## src/rtl/vdac_pkg.sv

```systemverilog
// Shared widths, fade limits and fade FSM state type for the vdac sequencer.
package vdac_pkg;
  localparam int FADE_MAX = 16;
  localparam int LVL_W    = 5;
  localparam int COL_W    = 5;

  typedef enum logic {
    IDLE = 1'b0,
    RUN  = 1'b1
  } fade_state_t;
endpackage

```

## src/rtl/vdac_scale.sv

```systemverilog
// Combinational colour x brightness scaler: (color * level) >> 4, saturating at full scale.
module vdac_scale
  import vdac_pkg::*;
(
  input  logic [COL_W-1:0] color,
  input  logic [LVL_W-1:0] level,
  output logic [COL_W-1:0] scaled
);
  logic [COL_W+LVL_W-1:0] prod;

  assign prod = color * level;
  // Level 16 is unity gain; anything reaching bit 9 would overflow the 5-bit output.
  assign scaled = prod[COL_W+LVL_W-1] ? {COL_W{1'b1}} : prod[COL_W+3:4];
endmodule

```

## src/rtl/vdac_seq.sv

```systemverilog
// Pixel/sync pipeline with blanking, frame-stepped brightness fade and
// vblank-aligned mode switching in front of the vdac mapper.
module vdac_seq
  import vdac_pkg::*;
#(
  parameter int FADE_MAX = vdac_pkg::FADE_MAX,
  parameter int SPD_W    = 4
) (
  input  logic             clk,
  input  logic             rst,
  input  logic             ce,
  input  logic             hblank,
  input  logic             vblank,
  input  logic             hsync,
  input  logic             vsync,
  input  logic [4:0]       i_r,
  input  logic [4:0]       i_g,
  input  logic [4:0]       i_b,
  input  logic             mode_req,
  input  logic             mode_stb,
  input  logic             fade_start,
  input  logic             fade_dir,
  input  logic [SPD_W-1:0] fade_speed,
  output logic [4:0]       o_r,
  output logic [4:0]       o_g,
  output logic [4:0]       o_b,
  output logic             o_hsync,
  output logic             o_vsync,
  output logic             o_blank,
  output logic             mode,
  output logic             fade_busy,
  output logic [4:0]       fade_level
);
  localparam logic [LVL_W-1:0] LVL_MAX = LVL_W'(FADE_MAX);

  logic             hsync_reg, vsync_reg, blank_reg, vblank_prev_reg;
  logic             mode_reg, mode_pend_reg, mode_req_reg;
  fade_state_t      state_reg, state_next;
  logic [LVL_W-1:0] level_reg, level_next;
  logic [SPD_W-1:0] cnt_reg, cnt_next, spd_reg, spd_next;
  logic             dir_reg, dir_next, busy_reg, busy_next;
  logic             frame_tick, vblank_rise, blank_in;
  logic [LVL_W-1:0] target_in, target_run;
  logic [COL_W-1:0] col_in [3];

  assign blank_in    = hblank | vblank;
  assign frame_tick  = ce & vsync & ~vsync_reg;
  assign vblank_rise = ce & vblank & ~vblank_prev_reg;
  assign col_in[0]   = i_r;
  assign col_in[1]   = i_g;
  assign col_in[2]   = i_b;

  always_ff @(posedge clk) begin
    if (rst) begin
      hsync_reg       <= 1'b0;
      vsync_reg       <= 1'b0;
      blank_reg       <= 1'b1;
      vblank_prev_reg <= 1'b0;
    end else if (ce) begin
      hsync_reg       <= hsync;
      vsync_reg       <= vsync;
      blank_reg       <= blank_in;
      vblank_prev_reg <= vblank;
    end
  end

  genvar gi;
  generate
    for (gi = 0; gi < 3; gi++) begin : g_ch
      logic [COL_W-1:0] scaled;
      logic [COL_W-1:0] px_reg;

      vdac_scale u_scale (
        .color  (col_in[gi]),
        .level  (level_reg),
        .scaled (scaled)
      );

      always_ff @(posedge clk) begin
        if (rst)     px_reg <= '0;
        else if (ce) px_reg <= blank_in ? '0 : scaled;
      end
    end
  endgenerate

  // The strobe is not ce-qualified; a strobe landing on the edge itself wins.
  always_ff @(posedge clk) begin
    if (rst) begin
      mode_reg      <= 1'b0;
      mode_pend_reg <= 1'b0;
      mode_req_reg  <= 1'b0;
    end else if (vblank_rise && mode_stb) begin
      mode_reg      <= mode_req;
      mode_req_reg  <= mode_req;
      mode_pend_reg <= 1'b0;
    end else if (vblank_rise && mode_pend_reg) begin
      mode_reg      <= mode_req_reg;
      mode_pend_reg <= 1'b0;
    end else if (mode_stb) begin
      mode_req_reg  <= mode_req;
      mode_pend_reg <= 1'b1;
    end
  end

  assign target_in  = fade_dir ? LVL_MAX : '0;
  assign target_run = dir_reg  ? LVL_MAX : '0;

  always_comb begin
    state_next = state_reg;
    level_next = level_reg;
    cnt_next   = cnt_reg;
    dir_next   = dir_reg;
    spd_next   = spd_reg;
    if (ce) begin
      if (fade_start) begin
        dir_next   = fade_dir;
        spd_next   = fade_speed;
        cnt_next   = '0;
        state_next = (level_reg != target_in) ? RUN : IDLE;
      end else if (state_reg == RUN && frame_tick) begin
        if (cnt_reg == spd_reg) begin
          cnt_next   = '0;
          level_next = dir_reg ? level_reg + 1'b1 : level_reg - 1'b1;
          if (level_next == target_run) state_next = IDLE;
        end else begin
          cnt_next = cnt_reg + 1'b1;
        end
      end
    end
    busy_next = (state_next == RUN);
  end

  always_ff @(posedge clk) begin
    if (rst) begin
      state_reg <= IDLE;
      level_reg <= LVL_MAX;
      cnt_reg   <= '0;
      dir_reg   <= 1'b0;
      spd_reg   <= '0;
      busy_reg  <= 1'b0;
    end else begin
      state_reg <= state_next;
      level_reg <= level_next;
      cnt_reg   <= cnt_next;
      dir_reg   <= dir_next;
      spd_reg   <= spd_next;
      busy_reg  <= busy_next;
    end
  end

  assign o_r        = g_ch[0].px_reg;
  assign o_g        = g_ch[1].px_reg;
  assign o_b        = g_ch[2].px_reg;
  assign o_hsync    = hsync_reg;
  assign o_vsync    = vsync_reg;
  assign o_blank    = blank_reg;
  assign mode       = mode_reg;
  assign fade_busy  = busy_reg;
  assign fade_level = level_reg;
endmodule

```

## config.mk

```make
export PLATFORM = sky130hd
export DESIGN_NAME = vdac_seq
export DESIGN_NICKNAME = d
export VERILOG_FILES = /design/src/rtl/vdac_pkg.sv /design/src/rtl/vdac_scale.sv /design/src/rtl/vdac_seq.sv
export SDC_FILE = /design/constraint.sdc
export NUM_CORES = 1
export LEC_CHECK = 0
export ABC_AREA = 1
export ABC_CLOCK_PERIOD_IN_PS = 11700
export CORE_ASPECT_RATIO = 2
export CORE_MARGIN = 5
export CORE_UTILIZATION = 38
export DETAILED_ROUTE_END_ITERATION = 6
export HOLD_SLACK_MARGIN = 0.1
export PLACE_DENSITY = 0.6
export REMOVE_ABC_BUFFERS = 1
export SLEW_MARGIN = 25
export SYNTH_ARGS = -nofsm -noshare
export SYNTH_HDL_FRONTEND = slang
export SYNTH_SLANG_ARGS = --single-unit
```

## constraint.sdc

```tcl
create_clock -name clk -period 11.7 [get_ports clk]
set_clock_uncertainty 0.05 [all_clocks]
set_input_delay 2.34 -clock clk [delete_from_list [all_inputs] [get_ports clk]]
set_output_delay 2.34 -clock clk [all_outputs]
set_load 0.05 [all_outputs]
```

==> impl_metrics.csv, run 1 <==
group,metric,value,unit
detailed_routing,drt_iter0_markers,141,
final_layout,antenna_cells,0,
critical_path,arrival,5810,ps
die,die_x,83.6,microns
clock_tree,clk_pin_slew,50,ps
critical_path,startpoint_type,"input port",
clock_tree,clk_latency,280,ps
detailed_routing,dr.pass1.iters,5,
timing,maxSlewViolCount,0,
pwr,p_int,267,uW
synth,synth_simple_gate_area_share,29.9,%
pwr,seq_power_share,36.7,%
clock_tree,cts_root_buf,"clkbuf_16",
synth,yosysWarnings,0,
synth,seq_area_frac_synth,18.0,%
clock_tree,cts_tree,"yes",
timing,tns,0,ps
synth,syn_inst,638,
critical_path,crit_path_end_kind,"flop",
pwr,ir_drop,0.0591,mV
final_layout,postLayoutCoreUtil,47.3,%
detailed_routing,vias_per_cell,4.79,
die,rows,53,
final_layout,nNetsFinal,798,
clock_tree,cts_buffers,5,
synth,ys_seq_elements,37,
global_route,grt_pass1_vias,4066,
clock_tree,clock_path_buffers,2,
synth,syn_area,4120,sq um
final_layout,layout_common_cells,"nand2_1, inv_1, clkdlybuf4s50_1, ha_1, nor2_1",
pwr,p_comb_share,20.8,%
clock_tree,numClockSinks,37,
die,num_io_pins,55,
clock_tree,holdBufCountCts,0,
timing,period_minus_slack,5650,ps
flow_run,max_cap_violations,0,
clock_tree,cts_setup_buffers,0,
timing,setup_viol,0,
clock_tree,cts_max_level,2,
detailed_routing,ant_nets,0,
die,core,10500,sq um
clock_tree,ctsResizeCount,0,
global_route,grt_max_degree,26,
status,status,"complete, no violations",
global_route,antenna_found_initial,0,
worst_hold_path,hp-class,"reg2reg",
critical_path,crit_fanout,5,
timing,hold_viol,0,
placed_design,gp_congestion,0.848,
critical_path,cp_data_required_time,11860,ps
pwr,netSwitchingFraction,26.6,%
die,die-area,13100,sq um
global_route,gr-usage-all-layers,15.8,%
timing,rsz0062_at_grt,"false",
detailed_routing,drt-total-wl,9900,microns
global_route,grt_pass1_wl,17300,microns
final_layout,drive_gt1_share,3.18,%
detailed_routing,via_count,3964,
timing,tightest_slew,539,ps
detailed_routing,drc,0,
placed_design,dpl_worst_slack,5780,ps
final_layout,layout_commonest_cell,"nand2_1",
die,die_height,157,microns
critical_path,worstSetupPathType,"in2reg",
timing,post-route-period-util,48.3,%
timing,worst_hold_slack,411,ps
synth,avgSynthCellArea,6.45,sq um
timing,setup_ws,6050,ps
timing,fmax,0.177,GHz
placed_design,io_buffers,54,
pwr,leakagePower,0.00284,uW
timing,maxSlewHeadroom,63.8,%
synth,synth_xor_xnor_area_share,2.34,%
detailed_routing,wl_per_cell,12.0,microns
global_route,grt.overflow.total,0,
final_layout,areaGrowthSynthToFinish,21.1,%
pwr,p_clk_share,42.5,%
synth,synth_compound_area_share,8.12,%
pwr,pwr_density_cell,73.1,nW/um^2
pwr,switchingPower,97.0,uW
synth,synth_cell_types,30,
synth,synth_top_family_by_area,"simple AND/OR/NAND/NOR gates",
die,initial_core_util,39.0,%
synth,synthAdderAreaFrac,28.3,%
placed_design,hpwlAfterDp,8160,microns
synth,muxShareOfSynthArea,0,%
## logic make-up (layout without fill, tap and decap cells)
group / Yosys count / after routing
AO/OA/AOI/OAI: 63 / 63
XOR/XNOR: 11 / 11
adder cells (fa/ha/maj): 78 / 78
buffers and inverters: 146 / 199
flip-flops: 37 / 37
AND/OR/NAND/NOR: 303 / 303
## area by class of cell
class	count	area, sq um
inverter	131	492
clock inverter	1	30.0
timing repair buffer	60	586
clock buffer	7	143
sequential	37	741
fill	1105	5560
multi-input combinational	455	2820
tap	137	171
## layer usage
layer,global-route usage [%],wire (microns)
met1,15.3,3630
met2,33.3,5790
met3,1.20,194
met5,0,0
met4,6.13,278
## cell usage after synthesis
| cell | instances | area (sq um) |
|---|---|---|
| or2_4 | 1 | 8.76 |
| clkinv_1 | 1 | 3.75 |
| buf_2 | 2 | 10.0 |
| nor2_1 | 48 | 180 |
| xor2_1 | 10 | 87.6 |
| nor2_2 | 1 | 6.26 |
| nand4_1 | 3 | 18.8 |
| nor3_1 | 6 | 30.0 |
| o211ai_1 | 1 | 7.51 |
| o21ai_0 | 18 | 90.1 |
| nor3b_2 | 1 | 12.5 |
| o31ai_1 | 1 | 7.51 |
| nand4_2 | 1 | 12.5 |
| o41ai_1 | 1 | 8.76 |
| dfxtp_1 | 37 | 741 |
| clkbuf_1 | 10 | 37.5 |
| inv_2 | 1 | 3.75 |
| nand3_1 | 27 | 135 |
| a21oi_1 | 38 | 190 |
| fa_1 | 25 | 500 |
| clkbuf_2 | 1 | 5.00 |
| nand2_1 | 209 | 785 |
| buf_1 | 2 | 7.51 |
| inv_1 | 129 | 484 |
| nand3b_1 | 2 | 15.0 |
| ha_1 | 53 | 663 |
| o21bai_1 | 4 | 30.0 |
| nand2_2 | 3 | 18.8 |
| xnor2_1 | 1 | 8.76 |
| or2_2 | 1 | 6.26 |
## worst max-delay path, stage by stage
cell and delay (ps):
clkdlybuf4s50_1 550, nand2_1 100, fa_1 520, fa_1 520, fa_1 540, inv_1 40
ha_1 270, inv_1 130, o21ai_0 150, a21oi_1 190, nand2_1 80, nand2_1 70
nand2_1 60, nand2_1 60, nand2_1 50, a21oi_1 130
## power groups by stage
stage               Sequential (uW)  Clock, uW  Combinational (uW)
floorplan                       144          0                38.7
global route                    134        163                86.0
finish                          134        155                75.8
CTS                             134        159                77.0
global placement                136          0                75.2
detailed placement              136          0                76.4
## final timing paths
check | start | cells past startpoint | slack (ps) | end
worst max-delay path | i_r[0] | 16 | 6050 | o_r[3]
worst min-delay path | o_r[1] | 2 | 410 | o_r[1]
worst max register to register | fade_level[3] | 16 | 8000 | o_r[3]
worst min register to register | o_r[1] | 2 | 410 | o_r[1]
## per-stage QoR
stage          total power [uW]  std cells  cell area (sq um)
4_1_cts                     369        828               4980
6_report                    364        828               4980
2_1_floorplan               183        623               4060
3_5_place_dp                213        820               4810
5_1_grt                     383        828               4980
3_3_place_gp                211        820               4810
Note: power is estimated with default switching activity, not from simulation.
==> run 2: changes to the inputs <==
ABC_CLOCK_PERIOD_IN_PS = 5100   (was 11700)
PLACE_DENSITY = 0.62   (was 0.6)
clock period = 5.1 ns   (was 11.7 ns; I/O delays follow)
==> run 2 against run 1 <==
Effect of this change:
- hold slack improved by 2.7 ps
- worst setup slack lost 5300 ps
- die area is the same
- via count is 0.18% lower
- cell count fell by 0.36%
- non-clock buffer count decreased by 3
- largest cell class unchanged
- sequential share of layout area up 0.17 points
==> impl_metrics.csv, run 2 (synthesized netlist as in run 1, its figures left out) <==
group,metric,value,unit
status,status,"complete, no violations",
detailed_routing,drc,0,
detailed_routing,wl_per_cell,11.9,microns
critical_path,r2r_end,"o_b[1]",
critical_path,critical_path.slowest_cell,"clkdlybuf4s50_1",
critical_path,endpoint,"o_b[1]",
die,die_x,83.6,microns
clock_tree,cts_max_level,2,
detailed_routing,vias_per_cell,4.80,
timing,fmax,0.230,GHz
final_layout,drive_gt1_share,2.76,%
detailed_routing,ant_nets,0,
critical_path,arrival,4420,ps
global_route,gr-usage-all-layers,15.6,%
critical_path,r2r_start,"fade_level[3]",
die,die-area,13100,sq um
detailed_routing,dr.pass1.iters,4,
clock_tree,clk_pin_slew,50,ps
global_route,antenna_found_initial,0,
clock_tree,cts_setup_buffers,0,
die,core,10500,sq um
clock_tree,cts_root_buf,"clkbuf_16",
pwr,leakagePower,0.00281,uW
critical_path,crit_path_end_kind,"flop",
final_layout,layout_commonest_cell,"nand2_1",
global_route,grt_pass1_vias,4052,
final_layout,fillerInstances,1114,
critical_path,cp.depth,15,
timing,rsz0062_at_grt,"false",
critical_path,startpoint,"i_b[0]",
detailed_routing,via_count,3957,
timing,tns,0,ps
clock_tree,cts_tree,"yes",
critical_path,crit_fanout,5,
pwr,ir_drop,0.141,mV
final_layout,areaGrowthSynthToFinish,19.8,%
placed_design,hpwlAfterDp,8280,microns
critical_path,critical_path.cell_chain,"clkdlybuf4s50_1 > nand2_1 > fa_1 > fa_1 > fa_1 > inv_1 > ha_1 > inv_1 > nand2_1 > nand3_1 > nand3_1 > nand2_2 > nand2_1 > nand2_1 > a21oi_1",
global_route,grt_max_degree,26,
critical_path,worstSetupPathType,"in2reg",
timing,setup_viol,0,
final_layout,nNetsFinal,795,
critical_path,cp_top_family,"adder cells",
timing,maxSlewHeadroom,37.2,%
critical_path,startpoint_type,"input port",
critical_path,critical_path.max_stage_delay,540,ps
timing,post-route-period-util,85.3,%
critical_path,cp_num_buf_inv,3,
timing,period_minus_slack,4350,ps
clock_tree,clock_path_buffers,2,
placed_design,gp_congestion,0.889,
placed_design,io_buffers,54,
clock_tree,cts_buffers,5,
clock_tree,clk_latency,280,ps
clock_tree,numClockSinks,37,
critical_path,rr_worst_depth,14,
global_route,grt_pass1_wl,17100,microns
worst_hold_path,hp-class,"reg2reg",
critical_path,cp_data_required_time,5170,ps
clock_tree,ctsResizeCount,0,
placed_design,dpl_worst_slack,455,ps
final_layout,antenna_cells,0,
flow_run,max_cap_violations,0,
final_layout,layout_common_cells,"nand2_1, inv_1, clkdlybuf4s50_1, ha_1, nor2_1",
die,die_height,157,microns
detailed_routing,drt_iter0_markers,143,
timing,tightest_slew,938,ps
timing,maxSlewViolCount,0,
die,rows,53,
critical_path,crit_top_cell,"nand2_1",
detailed_routing,drt-total-wl,9860,microns
timing,hold_viol,0,
critical_path,r2r_setup_slack,1140,ps
timing,setup_ws,751,ps
die,num_io_pins,55,
clock_tree,holdBufCountCts,0,
pwr,pwr_density_cell,156,nW/um^2
global_route,grt.overflow.total,0,
die,initial_core_util,39.0,%
## run 2: where the power goes
part	total, uW	switching [uW]	internal, uW	leakage, uW
Sequential	308	8.10	300	0.000302
Clock	289	110	179	0.0000706
Combinational	173	104	69.0	0.00243
## run 2: through the flow
stage	hold slack (ps)	utilization, %	cell area [sq um]	std cells	total power (uW)
final	414	46.7	4930	825	771
after global routing	432	46.7	4930	825	810
after CTS	415	46.7	4930	825	779
after detailed placement	406	45.4	4790	817	489
after global placement	403	45.4	4790	817	485
after floorplan	385	-	4060	623	420
## run 2: routing by layer
metal | up-vias | wire [microns] | global-route usage, %
met1 | 1827 | 3730 | 15.2
met3 | 28 | 237 | 1.47
met2 | 62 | 5510 | 31.8
li1 | 2040 | - | -
met4 | 0 | 381 | 7.52
met5 | - | 0 | 0
## run 2: worst min-delay path, cell delays in order, from the launching register on
cell and delay [ps]:
dfxtp_1 300, nand2_1 60, a21oi_1 50
## run 2: cell type report
cell class,instances,area [sq um],share of cell area (%)
well taps,137,171,3.48
multi-input cells,455,2820,57.3
clock inverters,2,10.0,0.203
flip-flops and latches,37,741,15.0
inverters,131,492,9.98
clock buffers,6,129,2.61
repair buffers,57,563,11.4
## run 2: worst min-delay path by stage
stage	from	to	slack, ps	cells past startpoint
3_5_place_dp	o_r[0]	o_r[0]	410	2
4_1_cts	o_r[0]	o_r[0]	410	2
5_1_grt	o_r[3]	o_r[3]	430	2
6_report	o_g[3]	o_g[3]	410	2
3_3_place_gp	o_blank	o_blank	400	2
2_1_floorplan	mode_req_reg	mode_req_reg	390	2
